===== src/rtl/sram_fetch.sv =====
// Block read engine: streams an image block or the next coefficient set out of
// external SRAM, tags each returned word with its index, and pulses sram_done at the end.
module sram_fetch #(
    parameter int ADDR_W     = 16,
    parameter int DATA_W     = 16,
    parameter int IMG_BASE   = 0,
    parameter int IMG_WORDS  = 64,
    parameter int COEF_BASE  = 1024,
    parameter int COEF_WORDS = 16,
    parameter int COEF_SETS  = 8,
    parameter int RD_LATENCY = 2
) (
    input  logic              clk,
    input  logic              rst,
    input  logic              start_sram,
    input  logic              n_coef_image,
    output logic              sram_ren,
    output logic [ADDR_W-1:0] sram_addr,
    input  logic [DATA_W-1:0] sram_rdata,
    output logic              out_valid,
    output logic [DATA_W-1:0] out_data,
    output logic [15:0]       out_index,
    output logic              out_is_image,
    output logic              sram_done,
    output logic              busy
);
    localparam int CS_W = (COEF_SETS > 1) ? $clog2(COEF_SETS) : 1;

    typedef enum logic [1:0] {IDLE, ISSUE, DRAIN, DONE} state_t;

    state_t                state;
    state_t                state_next;
    logic [CS_W-1:0]       coef_set;
    logic [15:0]           len;
    logic [15:0]           issue_cnt;
    logic [15:0]           ret_cnt;
    logic [RD_LATENCY-1:0] rd_vld;
    logic [ADDR_W-1:0]     coef_addr;
    logic                  last_issue;
    logic                  last_ret;

    assign coef_addr  = ADDR_W'(COEF_BASE) + ADDR_W'(coef_set) * ADDR_W'(COEF_WORDS);
    assign last_issue = (issue_cnt == len - 16'd1);
    assign last_ret   = out_valid && (out_index == len - 16'd1);

    always_ff @(posedge clk or posedge rst) begin
        if (rst) begin
            state <= IDLE;
        end else begin
            state <= state_next;
        end
    end

    always_comb begin
        state_next = state;
        case (state)
            IDLE:    if (start_sram) state_next = ISSUE;
            ISSUE:   if (last_issue) state_next = DRAIN;
            DRAIN:   if (last_ret)   state_next = DONE;
            DONE:    state_next = IDLE;
            default: state_next = IDLE;
        endcase
    end

    // Issue side: fetch type, length and base are frozen in the start cycle
    always_ff @(posedge clk or posedge rst) begin
        if (rst) begin
            sram_ren     <= 1'b0;
            sram_addr    <= '0;
            out_is_image <= 1'b0;
            len          <= '0;
            issue_cnt    <= '0;
            coef_set     <= '0;
            sram_done    <= 1'b0;
            busy         <= 1'b0;
        end else begin
            sram_done <= (state_next == DONE);
            busy      <= (state_next != IDLE);
            case (state)
                IDLE: begin
                    if (start_sram) begin
                        out_is_image <= n_coef_image;
                        len          <= n_coef_image ? 16'(IMG_WORDS) : 16'(COEF_WORDS);
                        sram_addr    <= n_coef_image ? ADDR_W'(IMG_BASE) : coef_addr;
                        sram_ren     <= 1'b1;
                        issue_cnt    <= '0;
                    end
                end
                ISSUE: begin
                    if (last_issue) begin
                        sram_ren <= 1'b0;
                    end else begin
                        sram_addr <= sram_addr + ADDR_W'(1);
                        issue_cnt <= issue_cnt + 16'd1;
                    end
                end
                DONE: begin
                    // A new image always restarts the coefficient sequence at set 0
                    if (out_is_image || coef_set == CS_W'(COEF_SETS - 1)) begin
                        coef_set <= '0;
                    end else begin
                        coef_set <= coef_set + CS_W'(1);
                    end
                end
                default: ;
            endcase
        end
    end

    // Return side: rd_vld mirrors sram_ren delayed to the cycle its data is on sram_rdata
    always_ff @(posedge clk or posedge rst) begin
        if (rst) begin
            rd_vld    <= '0;
            out_valid <= 1'b0;
            out_data  <= '0;
            out_index <= '0;
            ret_cnt   <= '0;
        end else begin
            rd_vld    <= (rd_vld << 1) | RD_LATENCY'(sram_ren);
            out_valid <= rd_vld[RD_LATENCY-1];
            if (state == IDLE && start_sram) begin
                ret_cnt <= '0;
            end else if (rd_vld[RD_LATENCY-1]) begin
                out_data  <= sram_rdata;
                out_index <= ret_cnt;
                ret_cnt   <= ret_cnt + 16'd1;
            end
        end
    end
endmodule


===== config.mk =====
export PLATFORM = sky130hd
export DESIGN_NAME = sram_fetch
export DESIGN_NICKNAME = d
export VERILOG_FILES = /design/src/rtl/sram_fetch.sv
export SDC_FILE = /design/constraint.sdc
export NUM_CORES = 1
export LEC_CHECK = 0
export CORE_MARGIN = 2
export CORE_UTILIZATION = 35
export CTS_CLUSTER_DIAMETER = 80
export DETAILED_ROUTE_END_ITERATION = 8
export MAX_ROUTING_LAYER = met4
export SYNTH_ARGS = -nofsm -noshare
export SYNTH_HDL_FRONTEND = slang
export SYNTH_SLANG_ARGS = --single-unit

===== constraint.sdc =====
create_clock -name clk -period 6.25 [get_ports clk]
set_input_delay 1.25 -clock clk [delete_from_list [all_inputs] [get_ports clk]]
set_output_delay 1.25 -clock clk [all_outputs]
set_load 0.03 [all_outputs]

==> results.py <==
metrics = {
    "grt": {
        "overflow": 0,
        "grt_pass1_wl_um": 16800,
        "grt_pass1_vias": 3315,
        "track_usage_pct": 16.3,
        "grt_max_degree": 52,
        "antenna_found_initial": 0,
    },
    "floorplan": {
        "ios": 73,
        "num_rows": 41,
        "core_um2": 12500,
        "die_area_um2": 13700,
        "dieHeight_um": 117,
        "start_util_pct": 35.6,
        "die_w_um": 117,
    },
    "synthesis": {
        "synth_top_area_cell": "dfrtp_1",
        "netlist_area_um2": 4460,
        "netlist_instances": 408,
        "ys_ff_latch": 93,
        "synthDistinctLibCells": 52,
        "synth_edf_count": 0,
        "synth_async_sr_flop_share_pct": 100,
        "syn_nets": 434,
        "synth_area_leaders": "dfrtp_1 52%, mux2_2 8.3%, nand2_1 3.2%, o31ai_1 2.2%, xor2_1 2.2%",
        "yosys_warnings": 0,
        "synth_ff_type": "dfrtp_1",
        "ys_seq_area_share_pct": 52.2,
        "synth_top_area_share_pct": 52.2,
        "synth_area_per_cell_um2": 10.9,
    },
    "placement": {
        "place.port_buffers": 72,
        "placedCellCount": 635,
        "dp_hpwl_um": 6770,
        "routabilityCongestion": 0.760,
    },
    "route": {
        "drc": 0,
        "vias": 3398,
        "drtAntennaViolNets": 0,
        "viasPerCell": 5.22,
        "initialDrtViolationCount": 186,
        "first_pass_iters": 4,
        "wl_per_cell_um": 15.3,
        "finalWirelength_um": 9950,
    },
    "power": {
        "p_leak_uw": 0.00232,
        "power_density_nw_per_um2": 213,
        "clockPowerShare_pct": 47.5,
        "internal_power_uw": 929,
        "p_switching_uw": 265,
        "ir_drop_mv": 0.152,
        "netSwitchingFraction_pct": 22.2,
        "power_frac_seq_pct": 50.4,
        "combPwrFrac_pct": 2.1,
    },
    "clock_tree": {
        "root_buffer": "clkbuf_16",
        "cts.path.max_buffers": 2,
        "numCtsBuffers": 9,
        "clkLatencyLatePin_ns": 0.35,
        "ctsHoldBuffers": 0,
        "cts_tree": "yes",
        "cts_sinks": 93,
        "ctsResizeCount": 0,
        "h-tree-depth": 3,
        "clkTransAtPathRegs_ns": 0.07,
        "post_cts_buffers": 0,
    },
    "critical_path": {
        "r2r_end": "issue_cnt[5]",
        "end_kind": "flop",
        "critPathKind": "input pin to flop",
        "r2r_start": "len[6]",
        "arrival_ns": 3.29,
        "path_max_fanout": 26,
        "startpoint_type": "input pin",
        "worstPathRequired_ns": 6.49,
        "r2r_cells": 8,
        "worst-r2r-setup-slack_ns": 3.46,
    },
    "run": {
        "cap_violations": 0,
    },
    "timing": {
        "min_period_over_period_pct": 48.8,
        "period_minus_slack_ns": 3.05,
        "worst_slew_pin_slew_ns": 0.807,
        "rsz0062_at_grt": "false",
        "setup_viol": 0,
        "hold_viol": 0,
        "slew_viol_final": 0,
        "max_freq_mhz": 328,
        "skew_ns": 0.00665,
        "setup_tns_ns": 0,
        "maxSlewHeadroom_pct": 46.1,
    },
    "worst_hold_path": {
        "min_to": "rd_vld[1]",
        "hold_depth": 0,
        "hp-class": "flop to flop",
        "hp-start": "rd_vld[0]",
    },
    "final_layout": {
        "nets": 500,
        "fillCellCount": 1234,
        "drive_gt1_share_pct": 13.4,
        "regArea_um2": 2330,
        "syn2layout_area_growth_pct": 25.8,
        "multi_input_area_um2": 1970,
        "n_antenna_cell": 0,
        "layout.cells.non_filler": 651,
    },
    "status": {
        "status": "completed",
    },
}
[state kept, by name, indices dropped and copies added, names as in the netlist, 2 cells and up]
signal     flops
out_data      16
issue_cnt     16
ret_cnt       16
sram_addr     16
coef_set       3
rd_vld         2
state          2
out_index     16
len            2
[cells in the final DEF, fill, tap and decap left out, drive strengths merged, types with 10 or more instances in the layout]
master	instances
dfrtp	93
clkdlybuf4s50	72
nand2	39
mux2	33
nor2	24
nand3	18
a21oi	15
nand4	14
o31ai	13
nor3	12
or4	12
and3	11
xor2	11
o21ai	10
inv	10
[power groups by stage]
| stage | registers (uW) | clock network, uW | logic, uW |
|---|---|---|---|
| CTS | 601 | 583 | 26.3 |
| detailed placement | 613 | 0 | 26.2 |
| floorplan | 613 | 0 | 9.13 |
| finish | 602 | 567 | 24.8 |
| global route | 601 | 609 | 28.7 |
| global placement | 613 | 0 | 25.8 |
[final cells by class]
cell class	count	area share (%)
Timing Repair Buffer	78	13.6
Clock buffer	9	4.01
Tap cell	172	3.84
Multi-Input combinational cell	285	35.1
Clock inverter	7	1.43
Inverter	7	0.491
Sequential cell	93	41.5
[stage by stage]
stage	utilization (%)	instance area [um2]	setup slack (ns)	total power, uW	hold WS [ns]
floorplan	-	4460	2.58	622	0.331
finish	44.8	5610	3.20	1190	0.349
global route	44.8	5610	3.02	1240	0.355
CTS	44.8	5610	3.17	1210	0.350
detailed placement	42.4	5310	2.80	639	0.335
global placement	42.4	5310	2.83	639	0.335
[how the worst max path moves through the flow]
stage	startpoint	end	slack, ns	cells after the start
detailed placement	start_sram	out_index[4]	2.80	6
global placement	start_sram	out_data[13]	2.83	6
global route	start_sram	out_data[10]	3.02	6
floorplan	rst	busy	2.58	1
finish	start_sram	out_index[4]	3.20	6
CTS	start_sram	out_index[4]	3.17	6
[cell families after synthesis]
kind of cell	Yosys count	synth area share (%)
XOR/XNOR	18	3.54
AND/OR/NAND/NOR	155	18.2
buffers and inverters	30	3.65
multiplexers	42	10.6
flip-flops	93	52.2
adder cells (fa/ha/maj)	6	1.68
AO/OA/AOI/OAI	64	10.1
[Yosys cell counts (2+ instances only)]
master / count
inv_1: 7
xnor2_1: 7
o21a_1: 2
nor3_1: 12
o31ai_1: 13
xor2_1: 11
a22o_1: 2
o311ai_0: 2
nor4_1: 7
or3_1: 7
buf_12: 2
and4_1: 4
or4_1: 11
o21ai_1: 2
buf_2: 2
a31oi_1: 3
nand3_1: 18
nand4_1: 14
nor2_1: 23
buf_1: 5
clkbuf_1: 11
o21ai_0: 7
nand2_1: 38
o31a_1: 2
mux2_2: 33
ha_1: 6
nand2b_1: 2
a211oi_1: 4
mux2i_1: 8
a21oi_1: 15
o211ai_1: 4
dfrtp_1: 93
buf_4: 2
and3_1: 11
[per-layer routing]
metal  GRT usage [%]  up-vias  wire [um]  part of all wire, %
met5               -        -          0                    0
met4            6.20        0        195                  2.0
met3            3.76       16        367                  3.7
met2            24.3       63       4580                   46
met1            21.7     1685       4800                   48
li1                -     1634          -                    -
[critical path: stages]
cell and delay [ns]:
clkdlybuf4s50_1 0.49, nand2_1 0.06, buf_4 0.22, nand2_1 0.53
buf_4 0.36, mux2_2 0.37
Note: power is estimated with default switching activity, not from simulation.
